[src/rtl/calc_sequencer_if.sv]
// calc_sequencer keypad/datapath bundle.
// master = sequencer side, slave = keypad + datapath side.
interface calc_sequencer_if #(
  parameter int MAX_DIGITS = 4
) ();
  localparam int CW = $clog2(MAX_DIGITS + 1);

  logic [3:0]    value;
  logic          key_valid;
  logic          tick;
  logic          reset;
  logic          digit_en;
  logic          sel_b;
  logic          chainA;
  logic          loadR;
  logic [1:0]    op;
  logic          IUAU;
  logic          entry;
  logic [CW-1:0] digit_cnt;
  logic          err;

  modport master (
    input  value, key_valid,
    output tick, reset, digit_en, sel_b, chainA, loadR,
    output op, IUAU, entry, digit_cnt, err
  );

  modport slave (
    output value, key_valid,
    input  tick, reset, digit_en, sel_b, chainA, loadR,
    input  op, IUAU, entry, digit_cnt, err
  );
endinterface

[src/rtl/calc_sequencer.sv]
// Keypad-driven calculator control: tick divider, key edge detect, FSM.
// Define CALC_CHAIN_EN to let A/B/C in SHOW chain the result into A.
module calc_sequencer #(
  parameter int DIV        = 100000,
  parameter int MAX_DIGITS = 4
) (
  input logic            clock,
  input logic            clearA,
  calc_sequencer_if.master bus
);
  localparam int CW = $clog2(MAX_DIGITS + 1);
  localparam int DW = $clog2(DIV);
  localparam logic [DW-1:0] DIV_LAST = DW'(DIV - 1);
  localparam logic [CW-1:0] MAX_CNT  = CW'(MAX_DIGITS);

  typedef enum logic [2:0] {
    S_IDLE, S_ENTER_A, S_ENTER_B, S_EXEC, S_SHOW
  } state_t;

  state_t        state_q, state_d;
  logic [DW-1:0] div_q, div_d;
  logic          tick_q, tick_d;
  logic          key_prev_q, key_prev_d;
  logic          reset_q, reset_d;
  logic          digit_en_q, digit_en_d;
  logic          sel_b_q, sel_b_d;
  logic          loadR_q, loadR_d;
  logic [1:0]    op_q, op_d;
  logic          iuau_q, iuau_d;
  logic          entry_q, entry_d;
  logic [CW-1:0] cnt_q, cnt_d;
  logic          err_q, err_d;
`ifdef CALC_CHAIN_EN
  logic          chain_q, chain_d;
`endif

  logic evt, is_digit, is_op, is_clr, is_eq, go_idle;

  assign evt      = tick_q & bus.key_valid & ~key_prev_q;
  assign is_digit = bus.value <= 4'd9;
  assign is_op    = (bus.value == 4'hA) || (bus.value == 4'hB) ||
                    (bus.value == 4'hC);
  assign is_clr   = bus.value == 4'hD;
  assign is_eq    = bus.value == 4'hF;

  // Free-running divider; tick fires the cycle after the wrap value.
  always_comb begin
    div_d      = (div_q == DIV_LAST) ? '0 : div_q + 1'b1;
    tick_d     = (div_q == DIV_LAST);
    key_prev_d = tick_q ? bus.key_valid : key_prev_q;
  end

  // Next state and registered outputs, evaluated only on ticks.
  always_comb begin
    state_d    = state_q;
    reset_d    = reset_q;
    digit_en_d = 1'b0;
    loadR_d    = 1'b0;
    sel_b_d    = sel_b_q;
    op_d       = op_q;
    iuau_d     = iuau_q;
    entry_d    = entry_q;
    cnt_d      = cnt_q;
    err_d      = err_q;
    go_idle    = 1'b0;
`ifdef CALC_CHAIN_EN
    chain_d    = 1'b0;
`endif
    if (tick_q) begin
      case (state_q)
        S_IDLE: begin
          state_d = S_ENTER_A;
          reset_d = 1'b1;
          entry_d = 1'b1;
          sel_b_d = 1'b0;
          iuau_d  = 1'b0;
          cnt_d   = '0;
        end
        S_ENTER_A, S_ENTER_B: begin
          if (evt) begin
            unique case (1'b1)
              is_digit: begin
                if (cnt_q < MAX_CNT) begin
                  digit_en_d = 1'b1;
                  cnt_d      = cnt_q + 1'b1;
                end else begin
                  err_d = 1'b1;
                end
              end
              is_op: begin
                op_d    = 2'(bus.value - 4'hA);
                if (state_q == S_ENTER_A) begin
                  cnt_d   = '0;
                  sel_b_d = 1'b1;
                  state_d = S_ENTER_B;
                end
              end
              is_clr: go_idle = 1'b1;
              is_eq: begin
                if (state_q == S_ENTER_B) begin
                  state_d = S_EXEC;
                  entry_d = 1'b0;
                  loadR_d = 1'b1;
                end
              end
              default: ;
            endcase
          end
        end
        S_EXEC: begin
          state_d = S_SHOW;
          iuau_d  = 1'b1;
          entry_d = 1'b1;
        end
        S_SHOW: begin
          if (evt) begin
            unique case (1'b1)
              is_digit, is_clr: go_idle = 1'b1;
              is_op: begin
`ifdef CALC_CHAIN_EN
                chain_d = 1'b1;
                op_d    = 2'(bus.value - 4'hA);
                cnt_d   = '0;
                sel_b_d = 1'b1;
                iuau_d  = 1'b0;
                state_d = S_ENTER_B;
`endif
              end
              default: ;
            endcase
          end
        end
        default: go_idle = 1'b1;
      endcase
    end
    if (go_idle) begin
      state_d = S_IDLE;
      reset_d = 1'b0;
      entry_d = 1'b0;
      sel_b_d = 1'b0;
      iuau_d  = 1'b0;
      cnt_d   = '0;
      err_d   = 1'b0;
    end
  end

  // State and output registers; async clear cuts any in-flight pulse.
  always_ff @(posedge clock or negedge clearA) begin
    if (!clearA) begin
      state_q    <= S_IDLE;
      div_q      <= '0;
      tick_q     <= 1'b0;
      key_prev_q <= 1'b1;
      reset_q    <= 1'b0;
      digit_en_q <= 1'b0;
      sel_b_q    <= 1'b0;
      loadR_q    <= 1'b0;
      op_q       <= 2'b00;
      iuau_q     <= 1'b0;
      entry_q    <= 1'b0;
      cnt_q      <= '0;
      err_q      <= 1'b0;
`ifdef CALC_CHAIN_EN
      chain_q    <= 1'b0;
`endif
    end else begin
      state_q    <= state_d;
      div_q      <= div_d;
      tick_q     <= tick_d;
      key_prev_q <= key_prev_d;
      reset_q    <= reset_d;
      digit_en_q <= digit_en_d;
      sel_b_q    <= sel_b_d;
      loadR_q    <= loadR_d;
      op_q       <= op_d;
      iuau_q     <= iuau_d;
      entry_q    <= entry_d;
      cnt_q      <= cnt_d;
      err_q      <= err_d;
`ifdef CALC_CHAIN_EN
      chain_q    <= chain_d;
`endif
    end
  end

  assign bus.tick      = tick_q;
  assign bus.reset     = reset_q;
  assign bus.digit_en  = digit_en_q;
  assign bus.sel_b     = sel_b_q;
  assign bus.loadR     = loadR_q;
  assign bus.op        = op_q;
  assign bus.IUAU      = iuau_q;
  assign bus.entry     = entry_q;
  assign bus.digit_cnt = cnt_q;
  assign bus.err       = err_q;
`ifdef CALC_CHAIN_EN
  assign bus.chainA    = chain_q;
`else
  assign bus.chainA    = 1'b0;
`endif
endmodule

[src/flat_wrapper.sv]
// flat-port wrapper written by rule: the top's interface ports become plain ports
module calc_sequencer_flat 
#(
  parameter int DIV        = 100000,
  parameter int MAX_DIGITS = 4
)
  (clock, clearA, bus_value, bus_key_valid, bus_tick, bus_reset, bus_digit_en, bus_sel_b, bus_chainA, bus_loadR, bus_op, bus_IUAU, bus_entry, bus_digit_cnt, bus_err);
  calc_sequencer_if #(.MAX_DIGITS(MAX_DIGITS)) bus_i ();
  input logic clock;
  input logic clearA;
  input wire logic [$bits(bus_i.value)-1:0] bus_value;
  input wire logic [$bits(bus_i.key_valid)-1:0] bus_key_valid;
  output wire logic [$bits(bus_i.tick)-1:0] bus_tick;
  output wire logic [$bits(bus_i.reset)-1:0] bus_reset;
  output wire logic [$bits(bus_i.digit_en)-1:0] bus_digit_en;
  output wire logic [$bits(bus_i.sel_b)-1:0] bus_sel_b;
  output wire logic [$bits(bus_i.chainA)-1:0] bus_chainA;
  output wire logic [$bits(bus_i.loadR)-1:0] bus_loadR;
  output wire logic [$bits(bus_i.op)-1:0] bus_op;
  output wire logic [$bits(bus_i.IUAU)-1:0] bus_IUAU;
  output wire logic [$bits(bus_i.entry)-1:0] bus_entry;
  output wire logic [$bits(bus_i.digit_cnt)-1:0] bus_digit_cnt;
  output wire logic [$bits(bus_i.err)-1:0] bus_err;
  assign bus_i.value = bus_value;
  assign bus_i.key_valid = bus_key_valid;
  assign bus_tick = bus_i.tick;
  assign bus_reset = bus_i.reset;
  assign bus_digit_en = bus_i.digit_en;
  assign bus_sel_b = bus_i.sel_b;
  assign bus_chainA = bus_i.chainA;
  assign bus_loadR = bus_i.loadR;
  assign bus_op = bus_i.op;
  assign bus_IUAU = bus_i.IUAU;
  assign bus_entry = bus_i.entry;
  assign bus_digit_cnt = bus_i.digit_cnt;
  assign bus_err = bus_i.err;
  calc_sequencer #(.DIV(DIV), .MAX_DIGITS(MAX_DIGITS)) u_core (.clock(clock), .clearA(clearA), .bus(bus_i));
endmodule
[config.mk]
export PLATFORM = sky130hd
export DESIGN_NAME = calc_sequencer_flat
export DESIGN_NICKNAME = d
export VERILOG_FILES = /design/src/rtl/calc_sequencer_if.sv /design/src/rtl/calc_sequencer.sv /design/src/flat_wrapper.sv
export SDC_FILE = /design/constraint.sdc
export NUM_CORES = 1
export LEC_CHECK = 0
export BUFFER_PORTS_ARGS = -buffer_cell sky130_fd_sc_hd__buf_2
export CAP_MARGIN = 20
export CELL_PAD_IN_SITES_DETAIL_PLACEMENT = 0
export CELL_PAD_IN_SITES_GLOBAL_PLACEMENT = 2
export CORE_ASPECT_RATIO = 0.9
export CORE_MARGIN = 8
export CORE_UTILIZATION = 33
export CTS_CLUSTER_DIAMETER = 60
export DETAILED_ROUTE_END_ITERATION = 6
export PLACE_DENSITY_LB_ADDON = 0.1
export REMOVE_ABC_BUFFERS = 1
export SLEW_MARGIN = 25
export SYNTH_ARGS = -nofsm -noshare
export SYNTH_HDL_FRONTEND = slang
export SYNTH_SLANG_ARGS = --single-unit
[constraint.sdc]
create_clock -name clock -period 1.65 [get_ports clock]
set_input_delay 0.4125 -clock clock [delete_from_list [all_inputs] [get_ports clock]]
set_output_delay 0.4125 -clock clock [all_outputs]
set_load 0.03 [all_outputs]
* Yosys cells after proc, flatten, opt, wreduce, memory -nomap -nowiden
Index checks and enable logic that the tools add are counted.
** Word-level totals
- Register bits after elaboration :: 34
- Bits of input ports :: 7
- Output and inout bits :: 14
- Logic and storage cells :: 120
** Operators by class
- Add/sub/neg operators :: 3
- $lt $le $gt $ge :: 2
- Equality and inequality tests :: 21
- Mux-type cells :: 55
- Bitwise logic cells :: 3
- Reductions and logical operators :: 23
** Operators with widths (count)
- $mux 1 :: 36
- $mux 3 :: 10
- $eq 4x4->1 const B :: 5
- $pmux 3 s2 :: 3
- $add 17x1->17 const B :: 1
- $eq 17x17->1 const B :: 1
- $mux 17 :: 1
- $ne 3x1->1 const B :: 5
- $reduce_and 5->1 :: 3
- $ne 4x4->1 const B :: 3
- $reduce_and 6->1 :: 2
- $reduce_bool 2->1 :: 5
- $pmux 3 s3 :: 1
- $reduce_bool 3->1 :: 3
- $ne 4x1->1 const B :: 2
- $eq 3x2->1 const B :: 2
- $pmux 1 s2 :: 3
- $reduce_or 2->1 :: 3
- $le 4x4->1 const B :: 1
- $reduce_and 2->1 :: 2
- $reduce_and 4->1 :: 1
- $reduce_bool 4->1 :: 1
- $add 3x1->3 const B :: 1
- $eq 3x1->1 const B :: 1
- 9 further kinds :: 11

* Longest topological paths before layout
Gate-level depths: netlist (run 1).
- Depth after elaboration :: 8
- Depth in mapped cells :: 7
- Mapped depth without buffers :: 6

* Least setup slack after synthesis (run 1)
No wires, ideal clock.
- Path kind :: register -> register
- Start :: register u_core.tick_q (netlist: u_core.bus.tick)
- End :: register u_core.entry_q (netlist: u_core.bus.entry)
- Library setup time :: 0.125 ns
- Data arrival time :: 1.633 ns
- Required time :: 1.525 ns
- Path slack :: -0.108 ns
- Cell stages (with the launch flop) :: 7
- Path buffers :: 1
- Period minus slack after synthesis :: 1.758 ns
- Cell sequence :: dfrtp_1 > nand3b_2 > a211o_1 > o211ai_2 > buf_6 > a21oi_2 > mux2_4
** On the way
- Longest elaborated chain between the ends :: 7
- Elaborated cells on any way between the ends :: 13
- Classes of those cells :: eq/ne: 3; mux: 5; bitwise: 2; reduce/logical: 3
** Ends and longest elaborated chain
- from (decl) :: RTL line calc_sequencer.sv:22 : logic tick_q, tick_d;
- from (signal assigned) :: RTL line calc_sequencer.sv:169 : tick_q <= tick_d;
- $and 1x1->1 (2 in series) :: RTL line calc_sequencer.sv:39 : assign evt = tick_q & bus.key_valid & ~key_prev_q;
- $mux 1, on equally long branches :: RTL line calc_sequencer.sv:116, calc_sequencer.sv:80
- $pmux 1 s3 :: RTL line calc_sequencer.sv:70 : case (state_q)
- $mux 1 :: RTL line calc_sequencer.sv:69 : if (tick_q) begin
- $ne 3x1->1 (no source line), or another cell as far along
- $reduce_and 5->1 (no source line)
- to (signal assigned) :: RTL line calc_sequencer.sv:177 : entry_q <= entry_d;
- to (decl) :: RTL line calc_sequencer.sv:30 : logic entry_q, entry_d;
Several ways; a longest one is shown, not always the timed one.
A chain may end at the register's enable or synchronous reset.

* Final worst setup path (run 1)
- Start :: register u_core.key_prev_q
- End :: register u_core.cnt_q[0] (netlist: u_core.bus.digit_cnt[0])
** On the way
- Longest elaborated chain between the ends :: 7
- Elaborated cells on any way between the ends :: 14
- Classes of those cells :: eq/ne: 4; mux: 5; bitwise: 2; reduce/logical: 3
** Ends and longest elaborated chain
- from (decl) :: RTL line calc_sequencer.sv:23 : logic key_prev_q, key_prev_d;
- from (signal assigned) :: RTL line calc_sequencer.sv:170 : key_prev_q <= key_prev_d;
- $not 1->1 (*) :: RTL line calc_sequencer.sv:39
- $and 1x1->1 (*) :: RTL line calc_sequencer.sv:39
- $mux 1, on equally long branches :: RTL line calc_sequencer.sv:116, calc_sequencer.sv:80
- $pmux 1 s3 :: RTL line calc_sequencer.sv:70
- $mux 1 :: RTL line calc_sequencer.sv:69
- $ne 4x1->1 (no source line), or another cell as far along
- $reduce_and 6->1 (no source line)
- to (signal assigned) :: RTL line calc_sequencer.sv:178 : cnt_q <= cnt_d;
- to (decl) :: RTL line calc_sequencer.sv:31 : logic [CW-1:0] cnt_q, cnt_d;
Every way passes the cells marked *; elsewhere a longest branch is shown, timed or not.

==> metrics, run 1 <==
status complete, no violations; crit path from u_core.key_prev_q$_DFFE_PN1P_; clk_lat worst skew 290 ps; Int Power 1.189 mW; Leak 1.060 nW; Clock transition at path regs 80 ps; power density cells 689.7 nW/µm²; clock share of power 0.424; hold_ws 142.6 ps; core area 5161 µm²; Max Cap Viol 0; Seq pwr share 0.538; TritonCTS clock tree built; Max FO, Critical Path 9; Final Cycle Share 0.9762; FMAX 620.8 MHz; largest net degree at the start of global routing 35; Synth Area in XOR/XNOR 0.08993; vias per std cell 4.865; ys async rst share 1.000; YS warnings 0; post-DP HPWL 2958 µm; Iteration-0 DRC Markers 28; Core Rows 25; input/output buffers 19; startpoint type of the worst setup path flop; Slew Limit Fails 0; CTS H-tree lvls 2; sw power 360.0 µW; crit path to u_core.bus.digit_cnt[0]$_DFFE_PN0P_; Worst EP arrival 1820 ps; Synth Flop Type dfrtp_1; routed wire length 3964 µm; number of global-route vias before repair 1418; first-pass GRT wire length 6934 µm; commonest cells in the netlist dfrtp_1 (33), nor2_1 (18), nand2_1 (13); Seq/Total Area, Yosys 0.4899; antenna cells 0; CTS buffer count 5; Initial DRT Pass Iterations 4; WS Path Type reg2reg; reg2reg end u_core.bus.digit_cnt[0]$_DFFE_PN0P_; Yosys cell types 49; type of the worst min-delay path in2async; synth top area cells dfrtp_1 (47%), xor2_1 (5.0%), nor2_1 (3.9%), xnor2_1 (3.0%), nand2_1 (2.8%); clk_skew 5.539 ps; DRC 0; Detail Route Antenna Nets 0; post-synthesis mux area share 0.02158; Final GP Congestion 0.9157; Tmin final 1611 ps; Worst Path Required 1860 ps; Compound-Gate Fraction of Synth Area 0.1137; Chip Width 92.53 µm; Yosys top cell area share 0.4748; Syn Area/Cell 10.17 µm²; Post-CTS Setup Inserts 0; # setup viols final 0; initial antenna violation count 0; Hold Fails Final Rpt 0; clk root buf clkbuf_8; Crit. End Element flop; cell taking the most area after synthesis dfrtp_1; chip height 84.87 µm; Post-Syn Area 1739 µm²; Simple-Gate Fraction of Synth Area 0.2367; combinational share of power 0.039; most common cell in the netlist dfrtp_1; reg-to-reg startpoint u_core.key_prev_q$_DFFE_PN1P_; starting density of the core 0.3370; fraction of layout cells with a size suffix above 1 0.3348; main combinational cell family by area after synthesis simple AND/OR/NAND/NOR gates; Post-Synth Adder-Cell Area 0.01439; final net count 229; RSZ-0062 raised after global routing yes; die area 7853 µm²; hold buffers post-CTS 0; gr usage total 0.1089; worst r2r path cells 6; clock tree sinks 34; Layout area overhead 29.14%; Remaining Overflow, GRT 0; DR WL/cell 13.76 µm; setup TNS 0 ps; Switching Fraction 0.2324; vias 1401; r2r setup slk 40 ps; #FFs+latches synth 34; Bufs on Longest Clock Path 2; Post-synth EDFFs 0; number of top-level pins 21; Syn Inst Count 171; VDD IR max 0.0004279 V
## worst min-delay path by stage
stage / end / slack [ps] / depth (start not counted)
2_1_floorplan: u_core.bus.IUAU$_DFFE_PN0P_ / 120 / 0
3_3_place_gp: u_core.bus.digit_en$_DFF_PN0_ / 470 / 2
3_5_place_dp: u_core.bus.digit_en$_DFF_PN0_ / 480 / 2
4_1_cts: u_core.bus.digit_en$_DFF_PN0_ / 160 / 2
5_1_grt: u_core.bus.digit_en$_DFF_PN0_ / 190 / 2
6_report: u_core.bus.digit_en$_DFF_PN0_ / 140 / 2
## stage by stage
step	instance area [µm²]	worst slack (ps)	utilization	instances	power [mW]
CTS	2210	11.79	0.4281	288	1.581
global placement	2105	-108.1	0.4078	280	0.9078
global route	2246	-10.48	0.4352	288	1.622
finish	2246	39.28	0.4352	288	1.549
detailed placement	2105	-124.9	0.4078	280	0.9096
floorplan	1695	-73.01	-	165	0.8644
## routing by layer
| layer | track usage | share of wire | up-vias |
|---|---|---|---|
| li1 | - | - | 701 |
| met1 | 0.1585 | 0.53 | 662 |
| met2 | 0.1455 | 0.40 | 33 |
| met3 | 0.03792 | 0.051 | 5 |
| met4 | 0.03070 | 0.011 | 0 |
| met5 | 0 | 0 | - |
## registers in the layout, indices dropped and copies added (netlist names), 2 cells and up
name	cells
u_core.div_q	17
u_core.bus.digit_cnt	3
u_core.state_q	3
u_core.bus.op	2
## cells by family (layout without fill, tap and decap cells)
logic type,after synthesis,in the layout
simple gates,76,76
flops,34,34
mux,3,3
other cells,1,1
buf+inv,9,59
compound gates,29,29
fa+ha+maj,2,2
xor+xnor,17,17
## cell type report
class                           count  area [µm²]
Multi-Input combinational cell    128       875.8
Tap cell                           67       83.83
Timing Repair Buffer               48       325.3
Clock buffer                        6       82.58
Clock inverter                      2       12.51
Inverter                            3       11.26
Fill cell                         525        2915
Sequential cell                    34       854.6
## power by group through the flow
stage	clock network, mW	logic, mW	registers, mW
global placement	0	0.0588	0.849
detailed placement	0	0.0605	0.849
CTS	0.687	0.0610	0.832
global route	0.722	0.0678	0.832
floorplan	0	0.0151	0.849
finish	0.656	0.0599	0.833
## worst max-delay path, cell delays in order (launching register included)
cell	delay (ps)
dfstp_2	530
nand3b_4	180
a211o_1	160
o211ai_4	110
buf_12	160
or2_4	250
a41oi_2	150
## timing repair
item                       CTS  global route
pin swaps                    0             1
setup endpoints to repair    1             8
gates resized for setup      2             8
## cells in the final DEF (no fill, tap or decap), types with 2 or more instances in the layout
cell type and n:
a21oi_1 6, a31oi_1 2, and3_1 4, and4_1 4, buf_2 19, buf_4 28, clkbuf_8 6, dfrtp_1 31
dfrtp_2 2, ha_1 2, inv_1 3, mux2_2 2, nand2_1 13, nand2b_1 5, nand3_1 8, nand4_1 4
nor2_1 17, nor2b_1 4, nor3_1 3, nor3b_1 2, o211ai_1 2, o21ai_1 5, o22ai_1 2, xnor2_1 6
xor2_1 10
No activity file was read; power rests on OpenSTA's default activity.
==> inputs of run 2 (changes only) <==
CTS_BUF_LIST = sky130_fd_sc_hd__clkbuf_16   (was default)
==> metrics, run 2 (same netlist as run 1, synthesis figures left out) <==
Cells after DPL 280 (unchanged); CP max stage delay 460 ps (-70 ps); Worst Path Required 1810 ps (-50 ps); WS Path Type reg2reg; max FFs per register 17 (unchanged); Hold Fails Final Rpt 0 (unchanged); CTS H-tree lvls 2 (unchanged); chip height 84.87 µm (unchanged); clk_skew 3.233 ps (-2.306 ps); multi-input logic area 868.3 µm² (-0.86%); die area 7853 µm² (unchanged); Detail Route Antenna Nets 0 (unchanged); Worst EP arrival 1760 ps (-60 ps); Fillers 517 (-1.5%); largest net degree at the start of global routing 35 (unchanged); DRC 0 (unchanged); core area 5161 µm² (unchanged); Reg with most FFs u_core.div_q; status complete, no violations; first-pass GRT wire length 6975 µm (+0.59%); Bufs on Longest Clock Path 2 (unchanged); final net count 229 (unchanged); clk root buf clkbuf_16; Post-CTS Setup Inserts 0 (unchanged); starting density of the core 0.3370 (unchanged); power density cells 782.5 nW/µm² (+13%); Tmin final 1600 ps (-11.15 ps); vias 1401 (unchanged); CTS buffer count 5 (unchanged); Initial DRT Pass Iterations 4 (unchanged); FMAX 625.2 MHz (+0.70%); r2r setup slk 50 ps (about the same); hold buffers post-CTS 0 (unchanged); Max FO, Critical Path 5 (-4); Remaining Overflow, GRT 0 (unchanged); Core Rows 25 (unchanged); Top delay family on crit path flip-flops; Total Power 1.788 mW (+15%); type of the worst min-delay path in2async; critical-path cell list xnor2_2 > buf_4 > nor3_1 > nand2_1 > mux2_2; startpoint type of the worst setup path flop; CP bufs+invs 1 (unchanged); VDD IR max 0.0004560 V (+6.6%); commonest non-fill, non-tap cell in the layout dfrtp_1; Max Cap Viol 0 (unchanged); fraction of layout cells with a size suffix above 1 0.3213 (-0.01357); FF+latch area 854.6 µm² (unchanged); Slew Limit Fails 0 (unchanged); clock tree sinks 34 (unchanged); antenna cells 0 (unchanged); post-DP HPWL 2958 µm (unchanged); number of top-level pins 21 (unchanged); Final Cycle Share 0.9694 (-0.006756); routed wire length 3949 µm (-0.38%); vias per std cell 4.865 (unchanged); clk_lat worst skew 270 ps (-20 ps); Final GP Congestion 0.9157 (unchanged); most frequent cells in the layout dfrtp_1 (31), buf_4 (28), buf_2 (19), nor2_1 (18), nand2_1 (13); Layout area overhead 31.37%; Chip Width 92.53 µm (unchanged); setup TNS 0 ps (unchanged); DR WL/cell 13.71 µm (-0.38%); initial antenna violation count 0 (unchanged); CP max stage cell dfrtp_2; Leak 1.079 nW (+1.8%); number of global-route vias before repair 1415 (-0.21%); Iteration-0 DRC Markers 35 (+25%); gr usage total 0.1097 (+0.0007828); input/output buffers 19 (unchanged); Crit. End Element flop; # setup viols final 0 (unchanged); Clock transition at path regs 60 ps (-20 ps); RSZ-0062 raised after global routing yes; final non-filler cell total 288 (unchanged); TritonCTS clock tree built
-- run 2: changes by cell type in the layout (fill, tap and decap cells not counted) --
cell / delta
nor2_1: +1
nor3_1: +1
clkinv_1: +1
clkbuf_16: +5
nor2_2: -1
clkbuf_8: -6
nor3_2: -1
-- run 2: what timing repair did --
item                                    4_1_cts  5_1_grt
endpoints found under the hold margin         0        0
pin swaps                                     0        1
endpoints found under the setup margin        1        8
gates cloned                                  0        0
gates resized for setup                       2        6
-- run 2: layout make-up --
class                   instances  share of cell area
clock buffers                   5             0.05476
clock inverters                 3            0.007119
inverters                       3            0.004929
multi-input cells             128              0.3801
flip-flops and latches         34              0.3740
well taps                      67             0.03669
repair buffers                 48              0.1424
-- run 2: path summary, 6_finish.rpt --
check                                           endpoint  cells after the start                          start
hold / removal             u_core.bus.digit_en$_DFF_PN0_                      2                         clearA
setup / recovery            u_core.bus.op[0]$_DFFE_PN0P_                      5  u_core.state_q[1]$_DFFE_PN0P_
setup reg to reg            u_core.bus.op[0]$_DFFE_PN0P_                      5  u_core.state_q[1]$_DFFE_PN0P_
hold reg to reg             u_core.bus.op[1]$_DFFE_PN0P_                      2   u_core.bus.op[1]$_DFFE_PN0P_
min in group clock          u_core.bus.op[1]$_DFFE_PN0P_                      2                   bus_value[1]
max in group asynchronous  u_core.key_prev_q$_DFFE_PN1P_                      2                         clearA
-- run 2: metal layers --
| layer | global-route usage | share of wire |
|---|---|---|
| met1 | 0.1597 | 0.53 |
| met3 | 0.03792 | 0.047 |
| met2 | 0.1468 | 0.41 |
| met4 | 0.03070 | 0.013 |
| met5 | 0 | 0 |
-- run 2: power breakdown --
group	internal [mW]	switching (mW)	leakage [nW]
logic	0.0206	0.0393	0.574
clock network	0.550	0.343	0.0672
registers	0.834	0	0.438
-- run 2: metrics by stage --
stage / area (µm²) / hold slack [ps] / util / setup slack [ps]
global route: 2285 / 213.5 / 0.4427 / -5.033
detailed placement: 2105 / 477.1 / 0.4078 / -124.9
CTS: 2256 / 182.8 / 0.4371 / 16.86
floorplan: 1695 / 116.9 / - / -73.01
finish: 2285 / 160.4 / 0.4427 / 50.42
global placement: 2105 / 468.5 / 0.4078 / -108.1
